<file path="src/rtl/divisao_sequencial.sv">
// rtl/divisao_sequencial.sv - sequential restoring divider, one quotient bit per clock
// Start/Finalizado handshake; a zero divisor short-circuits straight to FIM with an error flag.
module divisao_sequencial #(
  parameter int N  = 8,
  parameter int CW = 3
) (
  input  logic         Clk,
  input  logic         Rst,
  input  logic         Start,
  input  logic [N-1:0] Dividendo,
  input  logic [N-1:0] Divisor,
  output logic [N-1:0] Quociente,
  output logic [N-1:0] Resto,
  output logic         Finalizado,
  output logic         Ocupado,
  output logic         ErroDivZero
);

  typedef enum logic [1:0] {
    OCIOSO = 2'd0,
    CALC   = 2'd1,
    FIM    = 2'd2
  } state_t;

  state_t        state_q;
  logic [CW-1:0] cnt_q;
  logic [N-1:0]  d_q;
  logic [N-1:0]  q_q;
  logic [N:0]    r_q;
  logic [N-1:0]  quoc_q;
  logic [N-1:0]  resto_q;
  logic          err_q;
  logic          fin_q;
  logic          ocup_q;

  logic [N:0]    r_sh;
  logic [N+1:0]  t;
  logic          ge;
  logic [N:0]    r_d;
  logic [N-1:0]  q_d;

  // One restoring step: shift {R,Q} left, trial-subtract D in N+2 bits so the sign bit is free.
  always_comb begin
    r_sh = {r_q[N-1:0], q_q[N-1]};
    t    = {1'b0, r_sh} - {2'b00, d_q};
    ge   = ~t[N+1];
    r_d  = ge ? t[N:0] : r_sh;
    q_d  = {q_q[N-2:0], ge};
  end

  always_ff @(posedge Clk or posedge Rst) begin
    if (Rst) begin
      state_q <= OCIOSO;
      cnt_q   <= '0;
      d_q     <= '0;
      q_q     <= '0;
      r_q     <= '0;
      quoc_q  <= '0;
      resto_q <= '0;
      err_q   <= 1'b0;
      fin_q   <= 1'b0;
      ocup_q  <= 1'b0;
    end else begin
      case (state_q)
        OCIOSO: begin
          if (Start) begin
            if (Divisor != '0) begin
              d_q     <= Divisor;
              q_q     <= Dividendo;
              r_q     <= '0;
              cnt_q   <= '0;
              err_q   <= 1'b0;
              ocup_q  <= 1'b1;
              state_q <= CALC;
            end else begin
              quoc_q  <= '1;
              resto_q <= Dividendo;
              err_q   <= 1'b1;
              fin_q   <= 1'b1;
              state_q <= FIM;
            end
          end
        end
        CALC: begin
          q_q   <= q_d;
          r_q   <= r_d;
          cnt_q <= cnt_q + CW'(1);
          if (cnt_q == CW'(N - 1)) begin
            quoc_q  <= q_d;
            resto_q <= r_d[N-1:0];
            ocup_q  <= 1'b0;
            fin_q   <= 1'b1;
            state_q <= FIM;
          end
        end
        FIM: begin
          fin_q   <= 1'b0;
          state_q <= OCIOSO;
        end
        default: begin
          fin_q   <= 1'b0;
          ocup_q  <= 1'b0;
          state_q <= OCIOSO;
        end
      endcase
    end
  end

  assign Quociente   = quoc_q;
  assign Resto       = resto_q;
  assign Finalizado  = fin_q;
  assign Ocupado     = ocup_q;
  assign ErroDivZero = err_q;

endmodule

</file>
<file path="config.mk">
export PLATFORM = sky130hd
export DESIGN_NAME = divisao_sequencial
export DESIGN_NICKNAME = d
export VERILOG_FILES = /design/src/rtl/divisao_sequencial.sv
export SDC_FILE = /design/constraint.sdc
export NUM_CORES = 1
export LEC_CHECK = 0
export ABC_AREA = 1
export ABC_CLOCK_PERIOD_IN_PS = 3400
export BUFFER_PORTS_ARGS = -buffer_cell sky130_fd_sc_hd__clkbuf_2
export CORE_UTILIZATION = 61
export DETAILED_ROUTE_END_ITERATION = 10
export GPL_TIMING_DRIVEN = 0
export PLACE_DENSITY = 0.87
export SYNTH_ARGS = -nofsm -noshare
export SYNTH_HDL_FRONTEND = slang
export SYNTH_SLANG_ARGS = --single-unit
</file>
<file path="constraint.sdc">
create_clock -name Clk -period 3.4 [get_ports Clk]
set_input_delay 0.17 -clock Clk [delete_from_list [all_inputs] [get_ports Clk]]
set_output_delay 0.17 -clock Clk [all_outputs]
set_load 0.02 [all_outputs]
</file>
==> summary.md <==
| Metric | Value |
|---|---|
| CP required | 3610 ps |
| Routed Antenna Nets | 0 |
| Hold Buf Count CTS | 1 |
| # port buffers | 37 |
| Final Hold Fails | 0 |
| Crit-path most repeated cell | nand2_1 |
| Slowest CP cell | dfrtp_1 |
| Post-synth top area share | 0.4587 |
| Largest cells by area after synthesis | dfrtp_1 46%, nand2_1 10%, inv_1 9.0% |
| WHS | 104.7 ps |
| Slew at the pin with the worst max-slew slack | between 400 and 500 ps |
| Syn nets | 364 |
| H-tree depth | 2 |
| Post-DP HPWL | 4.233 mm |
| Final nets | around 400 |
| Mapped Area | between 2000 and 3000 um^2 |
| Hold crit path type | input pin to register |
| Critical Path Sink Type | register |
| Slew margin rel. | 0.6918 |
| Root buffer cell | clkbuf_8 |
| Syn avg cell area | between 7 and 8 um^2 |
| Drc violations | 0 |
| Status | completed |
| Startpoint Class | register |
| Die Y | 67.52 um |
| Setup_tns | 0 ps |
| Vias | 2332 |
| Peak Freq | 499.1 MHz |
| 1st-pass router iterations | 4 |
| Most used flip-flop cell after synthesis | dfrtp_1 |
| RSZ-0062 raised after global routing | false |
| Path type of the worst setup path | register to register |
| Maximum number of pins on one net before global-route repair | 38 |
| Post-DR wirelength/cell | 13.62 um |
| Area of the multi-input gates | 1126 um^2 |
| Crit path max-delay family | simple AND/OR/NAND/NOR gates |
| Worst vdd ir | 0.5706 mV |
| Vias in the first global route | approximately 2200 |
| CTS tree | done |
| Global-route usage over all layers | 0.2897 |
| Power per cell area | roughly 1100 nW/um^2 |
| CORE AREA | 4058 um^2 |
| Post-synth ARST share | 1.000 |
| Initial Utilization | 0.6454 |
| Cells after Synth | 334 |
| Drt initial violations | 213 |
| Leakage | 1.695 nW |
| CP Cell Sequence | ha_1, nand2_1, nand2_1, nand2_1, nand2_1, nor2_2, nand2_4, nand3b_1, nand3_1, nand2_1, inv_1 |
| Fillers | 307 |
| Clock transition at path regs | 90 ps |
| Final Setup Violations | 0 |
| Clock Skews | 6.582 ps |
| CP peak stage delay | 420 ps |
| Clock period minus worst slack | about 2000 ps |
| Clk sinks | between 40 and 50 |
| Max clock buf depth | 2 |
| Die width | 67.52 um |
| Gpl congestion | 0.8329 |
| Share of the clock period used by the worst path | 0.5893 |
| Util after Layout | 0.7364 |
| Sequential share of the synthesized area | 0.4587 |
| Most common cell in the synthesized netlist | nand2_1 |
| Vias per Instance | 5.423 |
| Slew Limit Fails | 0 |
| Site row count | 23 |
| Num CTS Buffers | 5 |
| Post-synth EDFFs | 0 |
| Ys Warns | 0 |
| Drt total wl | 5.857 mm |
| GRT overflow | 0 |
| Yosys reg bits | 48 |
| Register Area | 1201 um^2 |
| Buf/Inv on CP | 1 |
| Max_cap viols | 0 |
| Netlist cell types | 30 |
| Area growth from synthesis to layout | 14.09% |
| Antenna violations before repair | 0 |
| Antenna cells | 0 |
| Clock Latency Late Sink | about 300 ps |
| CTS resizes | 0 |
| Crit path DAT | approximately 2200 ps |
| Yosys top cell by area | dfrtp_1 |
| Setup Fix Bufs, Post-CTS | 0 |
| Most instantiated cells after synthesis | 73 x nand2_1, 63 x inv_1, 48 x dfrtp_1 |
| Worst-path maximum fanout | 10 |
| First-pass GRT wire length | between 9 and 10 mm |
| Layout cells sized above 1 | 0.2000 |
| # IOs | 38 |
| Die area | 4559 um^2 |
layout by cell type (no fill, tap or decap), drive strengths merged:
master / synthesis / routed
nand2: 79 / 79
inv: 66 / 66
dfrtp: 48 / 48
clkbuf: 0 / 43
o21ai: 28 / 28
nand3: 27 / 27
nor2: 25 / 25
a21oi: 14 / 14
nand4: 11 / 11
ha: 10 / 10
or2: 9 / 9
buf: 7 / 8
nand3b: 2 / 2
o211ai: 2 / 2
a22o: 2 / 2
nor3: 1 / 1
xnor2: 1 / 1
xor2: 1 / 1
fa: 1 / 1
clkinv: 0 / 1
dlygate4sd3: 0 / 1
per-layer routing:
metal  GRT usage  share of wire
met1      0.3651           0.42
met2      0.4752           0.49
met3     0.04223          0.048
met4      0.1596          0.040
met5           0              0
worst register-to-register path: stages, from the launching register on:
cell and delay (ps):
dfrtp_1 420, ha_1 330, nand2_1 70, nand2_1 60, nand2_1 50, nand2_1 60, nor2_2 360, nand2_4 160
nand3b_1 170, nand3_1 110, nand2_1 70, inv_1 40
state kept, by name (all words and copies together) (netlist names):
name	count
ErroDivZero	1
Finalizado	1
Ocupado	1
Quociente	8
Resto	8
cnt_q	3
d_q	8
q_q	8
r_q	8
state_q	2
path summary, 6_finish.rpt:
kind                                 startpoint                   end  slack [ps]  depth (start not counted)
max                          r_q[5]$_DFFE_PP0P_  Resto[0]$_DFFE_PP0P_        1400                         11
min                                  Divisor[7]    d_q[7]$_DFFE_PP0P_         100                          3
max reg2reg                  r_q[5]$_DFFE_PP0P_  Resto[0]$_DFFE_PP0P_        1400                         11
min reg2reg                cnt_q[0]$_DFFE_PP0P_  cnt_q[0]$_DFFE_PP0P_         490                          1
max in group asynchronous                   Rst    q_q[0]$_DFFE_PP0P_        2590                          4
min in group asynchronous                   Rst   Ocupado$_DFFE_PP0P_         330                          3
through the flow:
stage | instance area [um^2] | instances | power (mW) | setup slack [ps]
detailed placement | 2887 | 422 | 2.868 | 1482
global route | 2988 | 430 | 3.530 | 1255
global placement | 2867 | 421 | 2.784 | 1511
floorplan | 2619 | 334 | 2.395 | 1707
finish | 2988 | 430 | 3.249 | 1396
CTS | 2988 | 430 | 3.244 | 1437
kinds of logic (layout without fill, tap and decap cells):
logic type / count (synthesis) / after routing / synth area share
buf+inv: 73 / 119 / 0.1113
simple gates: 154 / 154 / 0.2723
flops: 48 / 48 / 0.4587
compound gates: 46 / 46 / 0.09556
xor+xnor: 2 / 2 / 0.006690
fa+ha+maj: 11 / 11 / 0.05542
area by class of cell:
| type | count | area share |
|---|---|---|
| sequential | 48 | 0.4020 |
| multi-input combinational | 213 | 0.3769 |
| inverter | 66 | 0.08291 |
| timing repair buffer | 39 | 0.07203 |
| clock buffer | 6 | 0.02764 |
| tap | 50 | 0.02094 |
| buffer | 7 | 0.01466 |
| clock inverter | 1 | 0.002931 |
power breakdown:
| group | total (mW) | switching [mW] | internal, mW |
|---|---|---|---|
| Clock | 0.350 | 0.188 | 0.162 |
| Sequential | 0.998 | 0.153 | 0.845 |
| Combinational | 1.90 | 1.23 | 0.673 |
(Power assumes the default switching activity.)
